## src/rtl/hex_display_pkg.sv

```systemverilog
// Shared types and constants for the eight-digit seven-segment scanner.
package hex_display_pkg;

  localparam int NUM_DIGITS = 8;

  // Segment vector {g,f,e,d,c,b,a}, active-low.
  typedef logic [6:0] seg7_t;

  localparam seg7_t SEG_BLANK = 7'h7F;

  // Active-low glyphs for hex digits 0..F (lower-case b and d).
  localparam seg7_t SEG_LUT [16] = '{
    7'h40, 7'h79, 7'h24, 7'h30,
    7'h19, 7'h12, 7'h02, 7'h78,
    7'h00, 7'h10, 7'h08, 7'h03,
    7'h46, 7'h21, 7'h06, 7'h0E
  };

endpackage

```

## src/rtl/hex_to_seg7.sv

```systemverilog
// Combinational hex nibble to active-low seven-segment glyph.
module hex_to_seg7
  import hex_display_pkg::*;
(
  input  logic [3:0] nibble,
  output seg7_t      seg
);

  assign seg = SEG_LUT[nibble];

endmodule

```

## src/rtl/hex_display_scanner.sv

```systemverilog
// Time-multiplexed 8-digit common-anode display driver. A loaded word is held
// pending and only copied into the display register at the frame wrap, so a
// single scan never mixes digits from two different words.
module hex_display_scanner
  import hex_display_pkg::*;
#(
  parameter int DIGIT_CYCLES = 50000
) (
  input  logic        clk,
  input  logic        rst,
  input  logic [31:0] value_i,
  input  logic        load_i,
  input  logic        blank_lz_i,
  output logic [7:0]  an_o,
  output seg7_t       seg_o,
  output logic        dp_o,
  output logic        commit_o
);

  localparam int CNT_W = (DIGIT_CYCLES > 1) ? $clog2(DIGIT_CYCLES) : 1;
  localparam logic [CNT_W-1:0] CNT_MAX = CNT_W'(DIGIT_CYCLES - 1);

  logic [CNT_W-1:0] cnt;
  logic [2:0]       idx;
  logic [31:0]      pending;
  logic             pending_v;
  logic [31:0]      disp;

  logic             tick;
  logic             frame_wrap;
  logic [4:0]       shamt;
  logic [3:0]       nibble;
  logic             blank;
  seg7_t            seg_dec;

  assign tick       = (cnt == CNT_MAX);
  assign frame_wrap = tick && (idx == 3'(NUM_DIGITS - 1));

  // Bit offset of the current digit's nibble inside the display word.
  assign shamt  = {idx, 2'b00};
  assign nibble = disp[shamt +: 4];

  // A digit is a leading zero when it and everything above it is zero;
  // digit 0 always stays lit so a zero value still shows "0".
  assign blank  = blank_lz_i && (idx != 3'd0) && ((disp >> shamt) == 32'd0);

  hex_to_seg7 u_dec (
    .nibble (nibble),
    .seg    (seg_dec)
  );

  assign dp_o = 1'b1;

  // Prescaler and digit index: advance one digit every DIGIT_CYCLES clocks.
  always_ff @(posedge clk or negedge rst) begin
    if (!rst) begin
      cnt <= '0;
      idx <= 3'd0;
    end else begin
      if (tick) begin
        cnt <= '0;
        idx <= idx + 3'd1;
      end else begin
        cnt <= cnt + 1'b1;
      end
    end
  end

  // Capture loads into the pending register and commit at the frame wrap;
  // a load landing on the wrap itself bypasses straight into disp.
  always_ff @(posedge clk or negedge rst) begin
    if (!rst) begin
      pending   <= 32'd0;
      pending_v <= 1'b0;
      disp      <= 32'd0;
      commit_o  <= 1'b0;
    end else begin
      commit_o <= 1'b0;
      if (frame_wrap && (load_i || pending_v)) begin
        disp      <= load_i ? value_i : pending;
        pending_v <= 1'b0;
        commit_o  <= 1'b1;
      end else if (load_i) begin
        pending   <= value_i;
        pending_v <= 1'b1;
      end
    end
  end

  // Registered anode and segment drive for the digit selected this cycle.
  always_ff @(posedge clk or negedge rst) begin
    if (!rst) begin
      an_o  <= 8'hFF;
      seg_o <= SEG_BLANK;
    end else begin
      an_o  <= blank ? 8'hFF : ~(8'h01 << idx);
      seg_o <= blank ? SEG_BLANK : seg_dec;
    end
  end

endmodule
```

## config.mk

```make
export PLATFORM = sky130hd
export DESIGN_NAME = hex_display_scanner
export DESIGN_NICKNAME = d
export VERILOG_FILES = /design/src/rtl/hex_display_pkg.sv /design/src/rtl/hex_to_seg7.sv /design/src/rtl/hex_display_scanner.sv
export SDC_FILE = /design/constraint.sdc
export NUM_CORES = 1
export LEC_CHECK = 0
export CAP_MARGIN = 0
export CORE_UTILIZATION = 57
export DETAILED_ROUTE_END_ITERATION = 10
export PLACE_DENSITY = 0.8
export SYNTH_ARGS = -nofsm -noshare
export SYNTH_HDL_FRONTEND = slang
export SYNTH_SLANG_ARGS = --single-unit
export TNS_END_PERCENT = 20
```

## constraint.sdc

```tcl
create_clock -name clk -period 3.7 [get_ports clk]
set_input_delay 0.37 -clock clk [delete_from_list [all_inputs] [get_ports clk]]
set_output_delay 0.37 -clock clk [all_outputs]
set_load 0.02 [all_outputs]
```

[After elaboration in Yosys (flattened, before gate mapping)]
Memories as Yosys holds them, arrays and structs flattened.
Index checks and enable logic that the tools add are counted.
Operators by class
  shift operators: 3
  eq/ne operators: 2
  bitwise operators: 2
  $add $sub $neg: 2
  order comparisons: 1
  mux-type cells: 9
  reduce and logical (&&, ||, !) cells: 8
Operators by type and width (count)
  logical NOT 32 bit: 1
  2-to-1 mux 32 bit: 1
  indexed part select 32 x 6 -> 4 bit: 1
  >> shifter 32 x 5 -> 32 bit: 1
  2-to-1 mux 7 bit: 3
  adder 16 x 1 -> 16 bit (second input constant): 1
  equality test 16 bit (second input constant): 1
  2-to-1 mux 16 bit: 1
  2-to-1 mux 8 bit: 1
  NOT 8 bit: 1
  left shift 1 x 3 -> 8 bit (first input constant): 1
  >= comparator 5 bit (second input constant): 1
  NOT 4 -> 5 bit: 1
  logical AND 1 bit: 4
  adder 3 x 1 -> 3 bit (second input constant): 1
  equality test 3 bit (second input constant): 1
  2-to-1 mux 1 bit: 3
  nonzero test 3 bit: 1
  nonzero test 2 bit: 1
  logical OR 1 bit: 1
Storage, ports and cells
  output and inout port bits: 17
  memories kept: 1
  input bits: 36
  word-level logic and storage cells: 36
  flip-flop bits (word level): 100
  bits in read-only memories: 112
Memory list
  (name not given): depth 16, bits a word 7, rd ports 1, clocked after memory_dff 0, wr ports 0, RTL line hex_to_seg7.sv:9  | assign seg = SEG_LUT[nibble];

[Longest topological paths before layout]
  depth in word-level cells: 6
  depth in mapped cells: 10
  mapped depth without buffers: 8

[Hierarchy]
A second synthesis with hierarchy kept.
Second synthesis, totals
  cells, all modules: 445
  area total of the unflattened synthesis: 5042.3 um^2
Modules (own cells, without submodules)
  hex_display_scanner: area each 4767.1 um^2, cells each 413, times used 1
  hex_to_seg7: area each 275.3 um^2, cells each 32, times used 1

[Worst setup path before layout]
OpenSTA, ideal clock, no wires.
  kind: reg2reg
  from: register idx[1]
  to: register seg_o[2]
  path buffers: 2
  data arrival time: 2.645 ns
  required time: 3.619 ns
  slack: 0.974 ns
  period minus slack after synthesis: 2.726 ns
  cell stages (with the launch flop): 10
  path through: dfrtp_1 -> buf_2 -> buf_2 -> mux4_2 -> mux2i_1 -> ha_1 -> nand3_1 -> a211oi_2 -> nand4_1 -> o211ai_1
On the way
  longest elaborated chain between the ends: 6
Ends and longest elaborated chain
  start: declaration: RTL line hex_display_scanner.sv:24  | logic [2:0] idx;
  start signal: assignment: RTL line hex_display_scanner.sv:62  | idx <= idx + 3'd1;
  indexed part select 32 x 6 -> 4 bit: RTL line hex_display_scanner.sv:41  | assign nibble = disp[shamt +: 4];
  NOT 4 -> 5 bit (implied by the code): RTL line hex_to_seg7.sv:9
  memory (16 x 7 bit)
  2-to-1 mux 7 bit (implied by the code) (2 in series): RTL line hex_to_seg7.sv:9
  2-to-1 mux 7 bit *: RTL line hex_display_scanner.sv:97  | seg_o <= blank ? SEG_BLANK : seg_dec;
  end signal: assignment: RTL line hex_display_scanner.sv:97
  end: declaration: RTL line hex_display_scanner.sv:15  | output seg7_t seg_o,
Every way passes the cells marked *; elsewhere a longest branch is shown, timed or not. The select of a mux whose other input is x is not followed.
A chain may end at the register's enable or synchronous reset.

[Worst setup path in the final report]
  from: register idx[1]
  to: register seg_o[0]
Same word-level chain as after synthesis.

==> metrics.yaml <==
leakage_nw: 2.61
routed_via_density: 5.79
synth-seq-cells: 100
seqCellArea_mm2: 0.00252
post_dp_cell_area_mm2: 0.00555
io_buffer_count: 51
drt_iter0_drc: 157
drc: 0
critPathSlowestCell: "dfrtp_1"
gp_congestion: 0.955
worstSkewPairLatency_ns: 0.37
clk_pin_slew_worst_paths_ns: 0.10
synthCells: 413
grt_pass1_vias: 3227
crit_chain: "buf_4, mux4_2, mux2i_1, ha_1, nand3_1, a211oi_2, nand4_1, o21ai_0"
antenna_found_initial: 0
worst_clock_skew_ns: 0.0173
hold_slack_ns: -0.00677
yosysWarnings: 0
final-hold-violation-count: 26
die_width_um: 95.6
critPathKind: "register to register"
wl_per_cell_um: 16.5
cts_num_sinks: 100
p_per_area_mw_per_mm2: 359
initial_core_util_pct: 59.8
routed-via-count: 3289
cp_top_family: "multiplexers"
hold_buffers: 0
core_area_mm2: 0.00834
ff2ff_setup_slack_ns: 0.48
nFillCells: 624
min_period_ns: 3.22
netlist_area_mm2: 0.00499
fp.dieH_um: 95.6
hold_path_class: "input pin to asynchronous set/reset pin"
grt_overflow_total: 0
setup_violations: 0
synth_area_per_cell_um2: 12.1
ir_worst_vdd_mv: 0.219
end_kind: "register"
final_cell_mix: "85 x dfrtp_1, 49 x clkdlybuf4s50_1, 47 x nand2_1"
max_cap_violations: 0
tns_ns: 0
stdcell_area_mm2: 0.00576
antenna_cells: 0
max_freq_mhz: 311
drive_above_1_share_pct: 19.2
io_pins: 53
cp.buffers_inverters: 1
crit_path_start_kind: "register"
ys_types: 45
status: "finished, violations left"
cts-buffers-inserted: 9
place_hpwl_um: 6670
finalMaxSlewViolations: 0
cts_htree_levels: 3
min_period_over_period_pct: 87.0
fin_nets: 507
cts_tree: "yes"
rsz0062_at_grt: "no"
syn-num-nets: 462
grt_use_total_pct: 22.8
worstPathMaxFanout: 12
die-area_mm2: 0.00913
postRouteAntennaNets: 0
final_common_cell: "dfrtp_1"
multi_input_area_mm2: 0.00233
grt_pass1_wl_um: 15700
cp.arrival_ns: 3.50
worstPathRequired_ns: 3.98
syn2layout_area_growth_pct: 15.5
cts_resized: 0
clock_tree.root_cell: "clkbuf_8"
grt_max_degree: 67
max_slew_margin_pct: 51.2
clock_path_buffers: 2
violations: "negative hold slack"
max_stage_delay_ns: 0.63
rows: 33
first_pass_iters: 4
postCtsSetupBuffers: 0
tightest_slew_ns: 0.712
wl_um: 9370
synth_seq_area_share_pct: 50.5
## Yosys cell counts (all sizes together)
master / count / share of area [%]
and2: 3 / 0.43
clkbuf: 12 / 0.90
a211oi: 1 / 0.25
and4: 1 / 0.18
ha: 13 / 3.3
nor2: 14 / 1.1
a21o: 2 / 0.30
dfrtp: 85 / 43
dfstp: 15 / 7.9
o2bb2ai: 1 / 0.18
nor2b: 1 / 0.13
and3: 3 / 0.38
mux4: 11 / 5.0
nand2b: 1 / 0.13
or2: 2 / 0.25
o32a: 1 / 0.20
nand2: 47 / 3.5
o22ai: 1 / 0.13
xor2: 8 / 1.4
or3: 1 / 0.13
nor3b: 3 / 0.45
inv: 7 / 0.53
o211ai: 2 / 0.30
mux2i: 41 / 8.2
nand3: 19 / 1.9
conb: 1 / 0.075
nor3: 3 / 0.30
o221ai: 4 / 0.70
a211o: 1 / 0.18
xnor2: 7 / 1.2
a21oi: 5 / 0.50
buf: 10 / 1.5
o21ai: 36 / 3.6
nor4: 10 / 1.3
a22oi: 1 / 0.15
mux2: 34 / 9.9
or4: 1 / 0.23
nand4: 5 / 0.63
## cells by family after synthesis
family          Yosys count  synth area share, %
compound gates           55                 6.49
xor+xnor                 15                 2.63
fa+ha+maj                13                 3.26
buf+inv                  29                 2.93
flops                   100                 50.5
mux                      86                 23.1
other cells               1               0.0752
simple gates            114                 11.0
## path summary, 6_finish.rpt
check | start | endpoint | depth (start not counted)
min in group clk | cnt[0] | cnt[0] | 1
hold reg to reg | cnt[0] | cnt[0] | 1
setup / recovery | idx[1] | seg_o[0] | 8
hold / removal | rst | pending[6] | 1
setup reg to reg | idx[1] | seg_o[0] | 8
max in group asynchronous | rst | seg_o[0] | 2
## routing by layer
metal / track usage, % / part of all wire (%)
met1: 30.5 / 45
met2: 37.3 / 49
met3: 5.82 / 4.6
met4: 5.47 / 1.2
met5: 0 / 0
## through the flow
step	setup slack, ns	utilization, %	std cells	total power, mW
2_1_floorplan	0.974	-	413	1.27
6_report	0.481	69.1	568	2.07
3_3_place_gp	0.746	66.5	552	1.34
5_1_grt	0.216	69.1	568	2.15
3_5_place_dp	0.571	66.5	552	1.34
4_1_cts	0.474	69.1	568	2.09
## power breakdown
group	switching, mW	total (mW)	internal, mW
clock network	0.400	0.745	0.345
registers	0.0209	1.15	1.13
logic	0.0689	0.173	0.104
## layout make-up
type	instances	share of cell area [%]
clock buffer	10	2.39
clock inverter	6	1.35
inverter	7	0.456
multi-input combinational	284	40.4
sequential	100	43.7
tap	105	2.28
timing repair buffer	56	9.38
## registers in the layout, summed over array words and instances (netlist names)
signal and count:
disp 32, idx 3, seg_o 7, pending_v 1
pending 32, cnt 16, commit_o 1, an_o 8
Note: power is estimated with default switching activity, not from simulation.
